### src/rtl/mem_stage_lsu.sv
// ---------------------------------------------------------------------------
// mem_stage_lsu : memory stage between execute and writeback.
//   Issues valid/ready data-memory requests and extends returned load data.
// Revision: 1.0
// ---------------------------------------------------------------------------
`default_nettype none

module mem_stage_lsu #(
  parameter int XLEN           = 32,
  parameter int NBE            = XLEN / 8,
  parameter bit MISALIGN_CHECK = 1'b1
) (
  input  logic              clk_i,
  input  logic              reset_i,
  input  logic              ex_valid_i,
  output logic              ex_ready_o,
  input  logic [XLEN-1:0]   ex_alu_res_i,
  input  logic [XLEN-1:0]   ex_store_data_i,
  input  logic              ex_mem_rd_i,
  input  logic              ex_mem_wr_i,
  input  logic              ex_mem_signed_i,
  input  logic [1:0]        ex_mem_size_i,
  input  logic [4:0]        ex_rd_index_i,
  output logic              dreq_valid_o,
  input  logic              dreq_ready_i,
  output logic [XLEN-1:0]   daddr_o,
  output logic              dwe_o,
  output logic [XLEN-1:0]   dwdata_o,
  output logic [NBE-1:0]    dbe_o,
  input  logic              drsp_valid_i,
  input  logic [XLEN-1:0]   drdata_i,
  output logic              wb_valid_o,
  output logic [4:0]        wb_rd_index_o,
  output logic [XLEN-1:0]   wb_alu_result_o,
  output logic [XLEN-1:0]   wb_rdata_o,
  output logic              wb_mem_access_o,
  output logic              wb_misalign_o,
  output logic              busy_o
);

  localparam int OFFW = $clog2(NBE);

  typedef enum logic [1:0] {
    IDLE = 2'd0,
    REQ  = 2'd1,
    WAIT = 2'd2
  } state_t;

  state_t state, state_nxt;

  logic [OFFW-1:0] off;
  logic [1:0]      size;
  logic            sgn;
  logic [4:0]      rd;

  logic            ex_mem;
  logic            misalign;
  logic [OFFW-1:0] size_mask;
  logic [XLEN-1:0] eff_addr;
  logic [OFFW-1:0] ex_off;
  logic [NBE-1:0]  be_nxt;
  logic [XLEN-1:0] wdata_nxt;
  logic [XLEN-1:0] shifted;
  logic [XLEN-1:0] load_ext;

  // Alignment mask per size; also used to force alignment when checking is off.
  always_comb begin
    size_mask = '0;
    case (ex_mem_size_i)
      2'b00:   size_mask = OFFW'(0);
      2'b01:   size_mask = OFFW'(1);
      2'b10:   size_mask = OFFW'(3);
      default: size_mask = OFFW'(7);
    endcase
  end

  assign ex_mem   = ex_mem_rd_i | ex_mem_wr_i;
  assign misalign = ex_mem &
                    ((MISALIGN_CHECK && (|(ex_alu_res_i[OFFW-1:0] & size_mask))) ||
                     (XLEN == 32 && ex_mem_size_i == 2'b11));
  assign eff_addr = ex_alu_res_i & ~XLEN'(size_mask);
  assign ex_off   = eff_addr[OFFW-1:0];

  always_comb begin
    be_nxt    = '0;
    wdata_nxt = '0;
    case (ex_mem_size_i)
      2'b00: begin
        be_nxt    = NBE'(1) << ex_off;
        wdata_nxt = {NBE{ex_store_data_i[7:0]}};
      end
      2'b01: begin
        be_nxt    = NBE'(3) << ex_off;
        wdata_nxt = {(NBE/2){ex_store_data_i[15:0]}};
      end
      2'b10: begin
        be_nxt    = NBE'(15) << ex_off;
        wdata_nxt = {(NBE/4){ex_store_data_i[31:0]}};
      end
      default: begin
        be_nxt    = '1;
        wdata_nxt = ex_store_data_i;
      end
    endcase
  end

  // Field extraction is driven only by the captured offset, never by data bits.
  assign shifted = drdata_i >> {off, 3'b000};

  always_comb begin
    load_ext = shifted;
    case (size)
      2'b00:   load_ext = sgn ? XLEN'($signed(shifted[7:0]))  : XLEN'(shifted[7:0]);
      2'b01:   load_ext = sgn ? XLEN'($signed(shifted[15:0])) : XLEN'(shifted[15:0]);
      2'b10:   load_ext = sgn ? XLEN'($signed(shifted[31:0])) : XLEN'(shifted[31:0]);
      default: load_ext = shifted;
    endcase
  end

  always_comb begin
    state_nxt = state;
    case (state)
      IDLE: if (ex_valid_i && ex_mem && !misalign) state_nxt = REQ;
      REQ:  if (dreq_ready_i) state_nxt = dwe_o ? IDLE : WAIT;
      WAIT: if (drsp_valid_i) state_nxt = IDLE;
      default: state_nxt = IDLE;
    endcase
  end

  assign ex_ready_o   = (state == IDLE);
  assign dreq_valid_o = (state == REQ);
  assign busy_o       = (state != IDLE);

  always_ff @(posedge clk_i or posedge reset_i) begin
    if (reset_i) begin
      state           <= IDLE;
      off             <= '0;
      size            <= '0;
      sgn             <= 1'b0;
      rd              <= '0;
      daddr_o         <= '0;
      dwe_o           <= 1'b0;
      dwdata_o        <= '0;
      dbe_o           <= '0;
      wb_valid_o      <= 1'b0;
      wb_rd_index_o   <= '0;
      wb_alu_result_o <= '0;
      wb_rdata_o      <= '0;
      wb_mem_access_o <= 1'b0;
      wb_misalign_o   <= 1'b0;
    end else begin
      state      <= state_nxt;
      wb_valid_o <= 1'b0;
      case (state)
        IDLE: begin
          if (ex_valid_i) begin
            off             <= ex_off;
            size            <= ex_mem_size_i;
            sgn             <= ex_mem_signed_i;
            rd              <= ex_rd_index_i;
            wb_alu_result_o <= ex_alu_res_i;
            wb_mem_access_o <= ex_mem;
            wb_misalign_o   <= misalign;
            wb_rdata_o      <= '0;
            if (!ex_mem || misalign) begin
              wb_valid_o    <= 1'b1;
              wb_rd_index_o <= misalign ? 5'd0 : ex_rd_index_i;
            end else begin
              daddr_o  <= {eff_addr[XLEN-1:OFFW], OFFW'(0)};
              dwe_o    <= ex_mem_wr_i;
              dwdata_o <= wdata_nxt;
              dbe_o    <= be_nxt;
            end
          end
        end
        REQ: begin
          if (dreq_ready_i && dwe_o) begin
            wb_valid_o    <= 1'b1;
            wb_rd_index_o <= rd;
          end
        end
        WAIT: begin
          if (drsp_valid_i) begin
            wb_valid_o    <= 1'b1;
            wb_rd_index_o <= rd;
            wb_rdata_o    <= load_ext;
          end
        end
        default: ;
      endcase
    end
  end

endmodule

`default_nettype wire

### config.mk
export PLATFORM = sky130hd
export DESIGN_NAME = mem_stage_lsu
export DESIGN_NICKNAME = d
export VERILOG_FILES = /design/src/rtl/mem_stage_lsu.sv
export SDC_FILE = /design/constraint.sdc
export NUM_CORES = 1
export LEC_CHECK = 0
export ABC_AREA = 1
export CAP_MARGIN = 20
export CORE_ASPECT_RATIO = 0.5
export CORE_MARGIN = 8
export CORE_UTILIZATION = 40
export DETAILED_ROUTE_END_ITERATION = 7
export PLACE_DENSITY = 0.73
export SYNTH_ARGS = -nofsm -noshare
export SYNTH_HDL_FRONTEND = slang
export SYNTH_SLANG_ARGS = --single-unit
export TNS_END_PERCENT = 50
### constraint.sdc
create_clock -name clk_i -period 6.9 [get_ports clk_i]
set_input_delay 1.035 -clock clk_i [delete_from_list [all_inputs] [get_ports clk_i]]
set_output_delay 1.035 -clock clk_i [all_outputs]
set_load 0.005 [all_outputs]
==> results by group, run 1 <==
Outcome
  – Status: finished, final reports clean

Detailed routing
  – DR iter-0 viols: 386
  – Via count: 6588
  – Antenna Violating Nets Remaining: 0
  – Vias/cell: 4.86
  – DRC violation count after routing: 0
  – First drt pass iteration count: 5
  – Final wirelength: 22.3 mm
  – Avg WL per Cell: 16.5 microns

Timing
  – Pins Over Slew Limit: 0
  – Slew Limit Headroom: 33.9%
  – Final count of negative-setup-slack endpoints: 0
  – Worst slew pin tran: 0.990 ns
  – Tcrit/Tclk final: 51.5%
  – RSZ-0062 raised after global routing: no
  – Worst Skew: 0.00656 ns
  – Endpoints failing hold: 0
  – WHS: 0.477 ns
  – Final worst slack: 3.35 ns
  – Setup_tns: 0 ns
  – Fmax: 0.281 GHz
  – Final min period: 3.55 ns

Global routing
  – Pin count of the biggest net entering global routing: 95
  – Vias in the first global route: 6680
  – Initial antenna violation count: 0
  – First-pass GRT wire length: 35.1 mm
  – Total GRT Usage: 19.6%
  – GRT Residual Overflow: 0

Synthesis
  – Most common cell in the netlist: nand2_1
  – Yosys reg bits: 151
  – Avg Cell Area, Syn: 7.99 sq um
  – Post-synth top cells: nand2_1, dfrtp_1, o21ai_0, inv_1, o21ai_1
  – Top cell type's share of synthesized area: 53.6%
  – Post-synthesis instance total: 883
  – Leading area contributor after synthesis: dfrtp_1
  – Top cells by area, synth: dfrtp_1, nand2_1, o21ai_0, o21ai_1, inv_1
  – Synth warn: 0
  – Post-synth cell types: 28
  – Dominant synthesized flop cell: dfrtp_1
  – Mapped Area: 7050 sq um
  – Synth async-reset ratio: 100%
  – Post-synth EDFFs: 0
  – Register area share after synthesis: 53.6%

Critical path
  – Crit path cell chain: clkdlybuf4s50_1 -> inv_1 -> ha_1 -> nor2_4 -> nand2_2 -> nand4_4 -> buf_12 -> buf_4 -> o21ai_1
  – Startpoint Class: primary input
  – Critical path required time: 7.18 ns
  – Crit end category: flop
  – Worst EP arrival: 3.83 ns
  – Critical path fanouts, max: 55
  – CP Class: in -> reg
  – Buffers plus inverters on the worst setup path: 4
  – CP delay by family, top: buffers and inverters
  – CP max-delay cell: clkdlybuf4s50_1
  – Peak per-stage delay on the critical path: 0.53 ns

Place
  – DP Worst Slack: 2.74 ns
  – Hpwl dp: 16.5 mm
  – Placer congestion estimate: 0.925
  – Number of buffers added on ports: 252

Clocking
  – Hold_buf cts: 0
  – Clock buffer depth: 2
  – Htree depth: 4
  – CTS tree: yes
  – CTS Buf Count: 17
  – Clock root cell: clkbuf_16
  – Post-CTS resize count: 0
  – Reg clk slew, reported paths: 0.06 ns
  – Clk_lat worst skew: 0.42 ns
  – Clock sinks: 151
  – Post-CTS Setup Bufs: 0

Pwr
  – Worst vdd ir: 0.191 mV
  – Cell area power density: 423 nW/um^2
  – Pleak: 5.01 nW

Floorplan
  – Die height: 110 microns
  – I/O Pins: 255
  – Initial Util: 40.7%
  – Core box area: 17300 sq um
  – Row count: 34
  – Chip Width: 204 microns
  – Die ar.: 22400 sq um

Final layout
  – Layout net count: 1229
  – Area growth from synthesis to layout: 44.9%
  – Fill cell count: 1553
  – Layout cells sized above 1: 5.17%

Worst hold path
  – Hold Crit Class: reg -> reg

Run
  – Maxcap violations: 0
-- final timing paths --
check	startpoint	to	slack, ns	depth (start not counted)
min in group asynchronous	reset_i	wb_rdata_o[27]	1.17	2
worst max register to register	state[0]	wb_rdata_o[14]	4.17	8
worst max-delay path	ex_mem_size_i[1]	dbe_o[0]	3.35	9
worst min-delay path	wb_rdata_o[20]	wb_rdata_o[20]	0.48	2
max in group asynchronous	reset_i	wb_alu_result_o[23]	4.47	3
worst min register to register	wb_rdata_o[20]	wb_rdata_o[20]	0.48	2
-- per-stage QoR --
stage                     power, mW  instance area (sq um)  util, %  std cells
after floorplan                2.34                   7060        -        884
after global placement         3.39                   9620     55.6       1323
after detailed placement       3.43                   9620     55.6       1323
after CTS                      4.36                  10200     58.9       1354
after global routing           4.63                  10200     59.0       1355
final                          4.32                  10200     59.0       1356
-- routing by layer --
| metal | global-route usage (%) | part of all wire, % | vias to the layer above |
|---|---|---|---|
| met3 | 5.06 | 6.3 | 27 |
| met5 | 0 | 0 | - |
| met2 | 33.8 | 50 | 191 |
| li1 | - | - | 3235 |
| met4 | 7.05 | 2.0 | 0 |
| met1 | 23.9 | 42 | 3135 |
-- cells by family after synthesis --
family	after synthesis	share of synthesized area, %
AOI/OAI and AO/OA	160	12.1
buffers and inverters	118	7.59
other	1	0.0532
and+or+nand+nor	444	25.1
DFF	151	53.6
adders and majority gates	9	1.60
-- registers in the layout, summed over array words and instances (netlist names) --
signal,cells
rd,5
wb_rd_index_o,5
dbe_o,4
wb_rdata_o,32
wb_valid_o,1
dwe_o,1
size,2
wb_mem_access_o,1
sgn,1
off,2
daddr_o,30
state,2
wb_misalign_o,1
wb_alu_result_o,32
dwdata_o,32
-- worst register-to-register path, stage by stage (launching register included) --
cell and delay (ns):
dfrtp_1 0.39, inv_1 0.08, ha_1 0.29, nand2_2 0.10
buf_4 0.56, a21boi_0 0.19, inv_1 0.76, nand2_1 0.16
nand2_1 0.12
-- placed cells by master (no fill, tap or decap) --
cell type | Yosys | routed
nand3_2 | 2 | 2
clkbuf_16 | 0 | 17
nor2_1 | 14 | 14
a21oi_4 | 1 | 1
clkdlybuf4s50_1 | 0 | 252
buf_12 | 0 | 1
inv_2 | 9 | 9
inv_6 | 0 | 2
nand2_1 | 381 | 380
o211ai_1 | 7 | 7
ha_1 | 9 | 9
clkinv_4 | 0 | 3
dfrtp_1 | 151 | 151
or2_1 | 1 | 1
inv_1 | 59 | 58
nand4_1 | 1 | 1
bufinv_16 | 0 | 2
clkinv_2 | 0 | 1
conb_1 | 1 | 2
a21boi_0 | 1 | 1
clkbuf_1 | 19 | 3
o21ai_0 | 60 | 60
o21ai_2 | 6 | 6
diode_2 | 0 | 1
nand4_4 | 1 | 1
buf_4 | 6 | 3
nor2_4 | 1 | 1
o21ai_1 | 50 | 50
nand3_1 | 38 | 38
a21oi_1 | 35 | 35
or2_0 | 1 | 1
nand2_2 | 2 | 3
clkbuf_8 | 0 | 1
nor2_2 | 2 | 2
clkinvlp_4 | 0 | 3
-- where the power goes --
| part | total, mW | switching (mW) | internal (mW) |
|---|---|---|---|
| registers | 1.57 | 0.278 | 1.29 |
| logic | 1.84 | 0.856 | 0.985 |
| clock network | 0.913 | 0.370 | 0.543 |
-- layout make-up --
type | instances | area, sq um | share of cell area (%)
diodes | 1 | 2.50 | 0.0245
clock buffers | 21 | 450 | 4.41
clock inverters | 10 | 123 | 1.20
inverters | 68 | 260 | 2.55
multi-input cells | 615 | 2750 | 26.9
flip-flops and latches | 151 | 3780 | 37.0
well taps | 234 | 293 | 2.87
repair buffers | 256 | 2560 | 25.1
Power figures use the tool's default switching activity.
==> run 2, diff against run 1 <==
- clock period: 6.9 -> 3.7 ns (I/O delays scaled with it)
==> run 2 against run 1 <==
Effect of this change: die area did not move; hold slack got worse by 0.041 ns; critical path type unchanged; worst setup slack got worse by 2.1 ns; first-iteration DRC count fell by 18%; largest cell class unchanged; routed wire length fell by 1.4%; global-route usage fell by 0.18 points.
==> results by group, run 2 (same netlist as run 1, synthesis figures left out) <==
Clocking
  – Post-CTS Setup Bufs: 0
  – Hold_buf cts: 0
  – CTS tree: yes
  – CTS Buf Count: 17
  – Clock root cell: clkbuf_16
  – Post-CTS resize count: 0
  – Clk_lat worst skew: 0.42 ns
  – Clock buffer depth: 2
  – Reg clk slew, reported paths: 0.06 ns
  – Htree depth: 4
  – Clock sinks: 151

Floorplan
  – Chip Width: 204 microns
  – Row count: 34
  – Core box area: 17300 sq um
  – Die height: 110 microns
  – Die ar.: 22400 sq um
  – Initial Util: 40.7%
  – I/O Pins: 255

Global routing
  – Total GRT Usage: 19.5%
  – Pin count of the biggest net entering global routing: 142
  – Initial antenna violation count: 0
  – Vias in the first global route: 6726
  – First-pass GRT wire length: 34.8 mm
  – GRT Residual Overflow: 0

Run
  – Maxcap violations: 0

Final layout
  – Layout cells sized above 1: 5.52%
  – Area growth from synthesis to layout: 46.2%
  – Layout net count: 1230
  – Area taken by multi-input logic gates: 2750 sq um
  – N_diodes: 0
  – Fill cell count: 1548
  – Layout Utilization: 59.5%
  – Biggest regs: dwdata_o (32), wb_alu_result_o (32), wb_rdata_o (32)
  – Commonest non-fill, non-tap cell in the layout: nand2_1
  – Commonest non-fill, non-tap cells in the layout: nand2_1, clkdlybuf4s50_1, dfrtp_1
  – Register area: 3780 sq um

Timing
  – Pins Over Slew Limit: 0
  – Endpoints failing hold: 0
  – Fmax: 0.414 GHz
  – Final min period: 2.41 ns
  – Final count of negative-setup-slack endpoints: 0
  – Worst Skew: 0.00997 ns
  – WHS: 0.436 ns
  – RSZ-0062 raised after global routing: no
  – Tcrit/Tclk final: 65.3%
  – Worst slew pin tran: 0.939 ns
  – Setup_tns: 0 ns
  – Slew Limit Headroom: 37.3%

Pwr
  – Pleak: 5.06 nW
  – Cell area power density: 799 nW/um^2
  – Sw Pwr: 2.82 mW
  – Flop pwr share: 35.1%
  – Combinational group share of total power: 42.1%
  – Internal power: 5.42 mW
  – Worst vdd ir: 0.412 mV
  – Total power: 8.24 mW
  – Sw Ratio: 34.2%
  – Clock power share: 22.8%

Critical path
  – Peak per-stage delay on the critical path: 0.51 ns
  – Crit end category: flop
  – Critical path required time: 4.00 ns
  – Startpoint Class: primary input
  – Worst EP arrival: 2.72 ns
  – CP Class: in -> reg
  – CP max-delay cell: clkdlybuf4s50_1
  – Crit path cell chain: clkdlybuf4s50_1 -> inv_1 -> ha_1 -> inv_2 -> a21oi_4 -> nand4_4 -> buf_12 -> inv_2 -> nand2_1 -> nand2_1
  – Critical path fanouts, max: 123

Detailed routing
  – Antenna Violating Nets Remaining: 0
  – Avg WL per Cell: 16.2 microns
  – First drt pass iteration count: 5
  – Via count: 6539
  – DR iter-0 viols: 317
  – Final wirelength: 22.0 mm
  – DRC violation count after routing: 0
  – Vias/cell: 4.82

Worst hold path
  – Hold Crit Class: in -> async

Place
  – Number of buffers added on ports: 252
  – Placer congestion estimate: 0.871
  – Hpwl dp: 16.3 mm

Outcome
  – Status: finished, final reports clean
run 2: path summary, 6_finish.rpt:
path / depth (start not counted) / to / slack (ns) / from
hold reg to reg: 2 / daddr_o[12] / 0.48 / daddr_o[12]
setup reg to reg: 9 / wb_rdata_o[22] / 1.47 / state[0]
hold / removal: 2 / dwdata_o[26] / 0.44 / reset_i
max in group asynchronous: 3 / wb_rdata_o[3] / 2.24 / reset_i
setup / recovery: 10 / dwdata_o[23] / 1.29 / ex_mem_size_i[0]
min in group clk_i: 2 / daddr_o[12] / 0.48 / daddr_o[12]
run 2: per-layer routing:
layer	part of all wire [%]	up-vias	GRT usage [%]
li1	-	3235	-
met1	41	3101	23.1
met2	51	179	34.5
met3	6.3	24	5.24
met4	1.7	0	5.92
met5	0	-	0
run 2: final cells by class:
class | instances | share of cell area, %
timing repair buffer | 257 | 25.1
inverter | 68 | 2.51
sequential | 151 | 36.7
multi-input combinational | 615 | 26.6
clock inverter | 12 | 1.86
tap | 234 | 2.84
clock buffer | 20 | 4.43
run 2: critical path: cells and delay by family:
kind	cells	cell delay [ns]
simple gates	3	0.25
fa+ha+maj	1	0.27
compound gates	1	0.12
buf+inv	5	1.46
run 2: power groups by stage:
stage	clock, mW	sequential [mW]	combinational (mW)
2_1_floorplan	0	2.87	1.49
3_3_place_gp	0	2.89	3.44
3_5_place_dp	0	2.90	3.51
4_1_cts	1.92	2.89	3.53
5_1_grt	1.99	2.99	3.84
6_report	1.88	2.89	3.47
run 2: metrics by stage:
stage               cell area [sq um]  setup slack [ns]  instances
floorplan                        7060              1.24        884
global placement                 9660             0.979       1325
detailed placement               9660             0.860       1325
CTS                             10300              1.29       1357
global route                    10300              1.13       1357
finish                          10300              1.29       1357
==> RTL edit, RTL diff (config.mk and constraints of run 1) <==
`MISALIGN_CHECK`: 1'b1 -> 1'b0.
--- a/src/rtl/mem_stage_lsu.sv
+++ b/src/rtl/mem_stage_lsu.sv
@@ -9,5 +9,5 @@
   parameter int XLEN           = 32,
   parameter int NBE            = XLEN / 8,
-  parameter bit MISALIGN_CHECK = 1'b1
+  parameter bit MISALIGN_CHECK = 1'b0
 ) (
   input  logic              clk_i,
Function: changed (Yosys sat finds a counterexample within 4 cycles, from zero or initial values and one cycle with reset_i high).
==> RTL edit against run 1 <==
Via count shrank 0.47%; critical path type unchanged; first-iteration DRC count up 10%; cell area shrank 0.87%; sequential cell count unchanged; power increased by 1.6%; area after synthesis is 2.2% lower; count of clock-buffer cells in the layout fell by 4; largest cell class unchanged; worst setup slack worse by 0.014 ns; wire length decreased by 1.8%; register-to-register slack worse by 0.65 ns; largest power group unchanged.
==> RTL edit: results <==
export IMPL_outcome="finished, final reports clean"
export IMPL_skew_ns=0.0182
export IMPL_wl_met2_um=10700
export IMPL_track_usage_pct=19.6
export IMPL_p_clk_share_pct=22.0
export IMPL_ys_top_cells_by_count="nand2_1 (389), dfrtp_1 (151), o21ai_0 (85)"
export IMPL_top_layer="met4"
export IMPL_yosys_area_share_xor_xnor_pct=0
export IMPL_nFillCells=1530
export IMPL_hold_path_startpoint="wb_rd_index_o[2]"
export IMPL_vdd_drop_max_uv=193
export IMPL_powerDensity_nw_per_um2=434
export IMPL_crit_path_start="ex_valid_i"
export IMPL_grt_pass1_wl_um=35100
export IMPL_cp_arrival_ns=3.85
export IMPL_power_switching_share_pct=36.2
export IMPL_routabilityCongestion=0.855
export IMPL_firstDrtPassIters=7
export IMPL_synthAdderAreaFrac_pct=1.63
export IMPL_antenna_found_initial=0
export IMPL_cts_buffers=17
export IMPL_cts_resized=0
export IMPL_leakage_nw=4.88
export IMPL_ys_seq_area_share_pct=54.8
export IMPL_dp_slack_ns=2.90
export IMPL_diodes=0
export IMPL_via_per_inst=4.94
export IMPL_cts_root_buf="clkbuf_16"
export IMPL_place_inst=1295
export IMPL_min_delay_path_depth=2
export IMPL_drive_above_1_share_pct=4.66
export IMPL_wl_met1_um=9460
export IMPL_drt_wl_total_um=21900
export IMPL_synthTopCellsByArea="dfrtp_1 (55%), nand2_1 (21%), o21ai_0 (6.2%), nand3_1 (3.3%), a21oi_1 (2.5%)"
export IMPL_synthDistinctLibCells=26
export IMPL_insertion_delay_ns=0.42
export IMPL_synthArstFlopShare_pct=100
export IMPL_drt_initial_drc_count=425
export IMPL_synth_warnings=0
export IMPL_cp_end_kind="flop"
export IMPL_synth_compound_area_share_pct=10.7
export IMPL_vias=6557
export IMPL_grt_max_degree=85
export IMPL_nNetsFinal=1201
export IMPL_max_slew_margin_pct=33.5
export IMPL_post_dp_hpwl_um=15900
export IMPL_placed_area_um2=9490
export IMPL_clockBufferDepth=2
export IMPL_post_synth_cell_area_avg_um2=8.10
export IMPL_reg2reg_depth=9
export IMPL_cp_max_fo=51
export IMPL_synth_top_area_cell="dfrtp_1"
export IMPL_slowest_delay_ns=0.68
export IMPL_cp_slowest_cell="nand2_2"
export IMPL_route_met3_wl_um=1300
-- RTL edit: worst max-delay path: cells and delay by family --
kind	cells	cell delay, ns
AO/OA/AOI/OAI	1	0.06
buffers and inverters	3	1.18
AND/OR/NAND/NOR	4	1.53
-- RTL edit: worst paths after layout --
| path | to | slack [ns] |
|---|---|---|
| setup reg to reg | dbe_o[2] | 3.52 |
| setup / recovery | dbe_o[2] | 3.33 |
| max in group asynchronous | wb_mem_access_o | 4.38 |
| min in group asynchronous | wb_alu_result_o[22] | 1.13 |
| hold reg to reg | wb_rd_index_o[2] | 0.48 |
| hold / removal | wb_rd_index_o[2] | 0.48 |
-- RTL edit: per-layer routing --
layer	vias up	global-route usage [%]
li1	3181	-
met1	3146	24.8
met2	202	33.5
met3	28	4.83
met4	0	5.70
met5	-	0
-- RTL edit: cell type report --
cell class,instances,area share [%]
clock buffer,17,4.20
inverter,44,1.70
timing repair buffer,255,25.2
tap,234,2.89
clock inverter,15,1.98
multi-input combinational,612,26.7
sequential,151,37.3
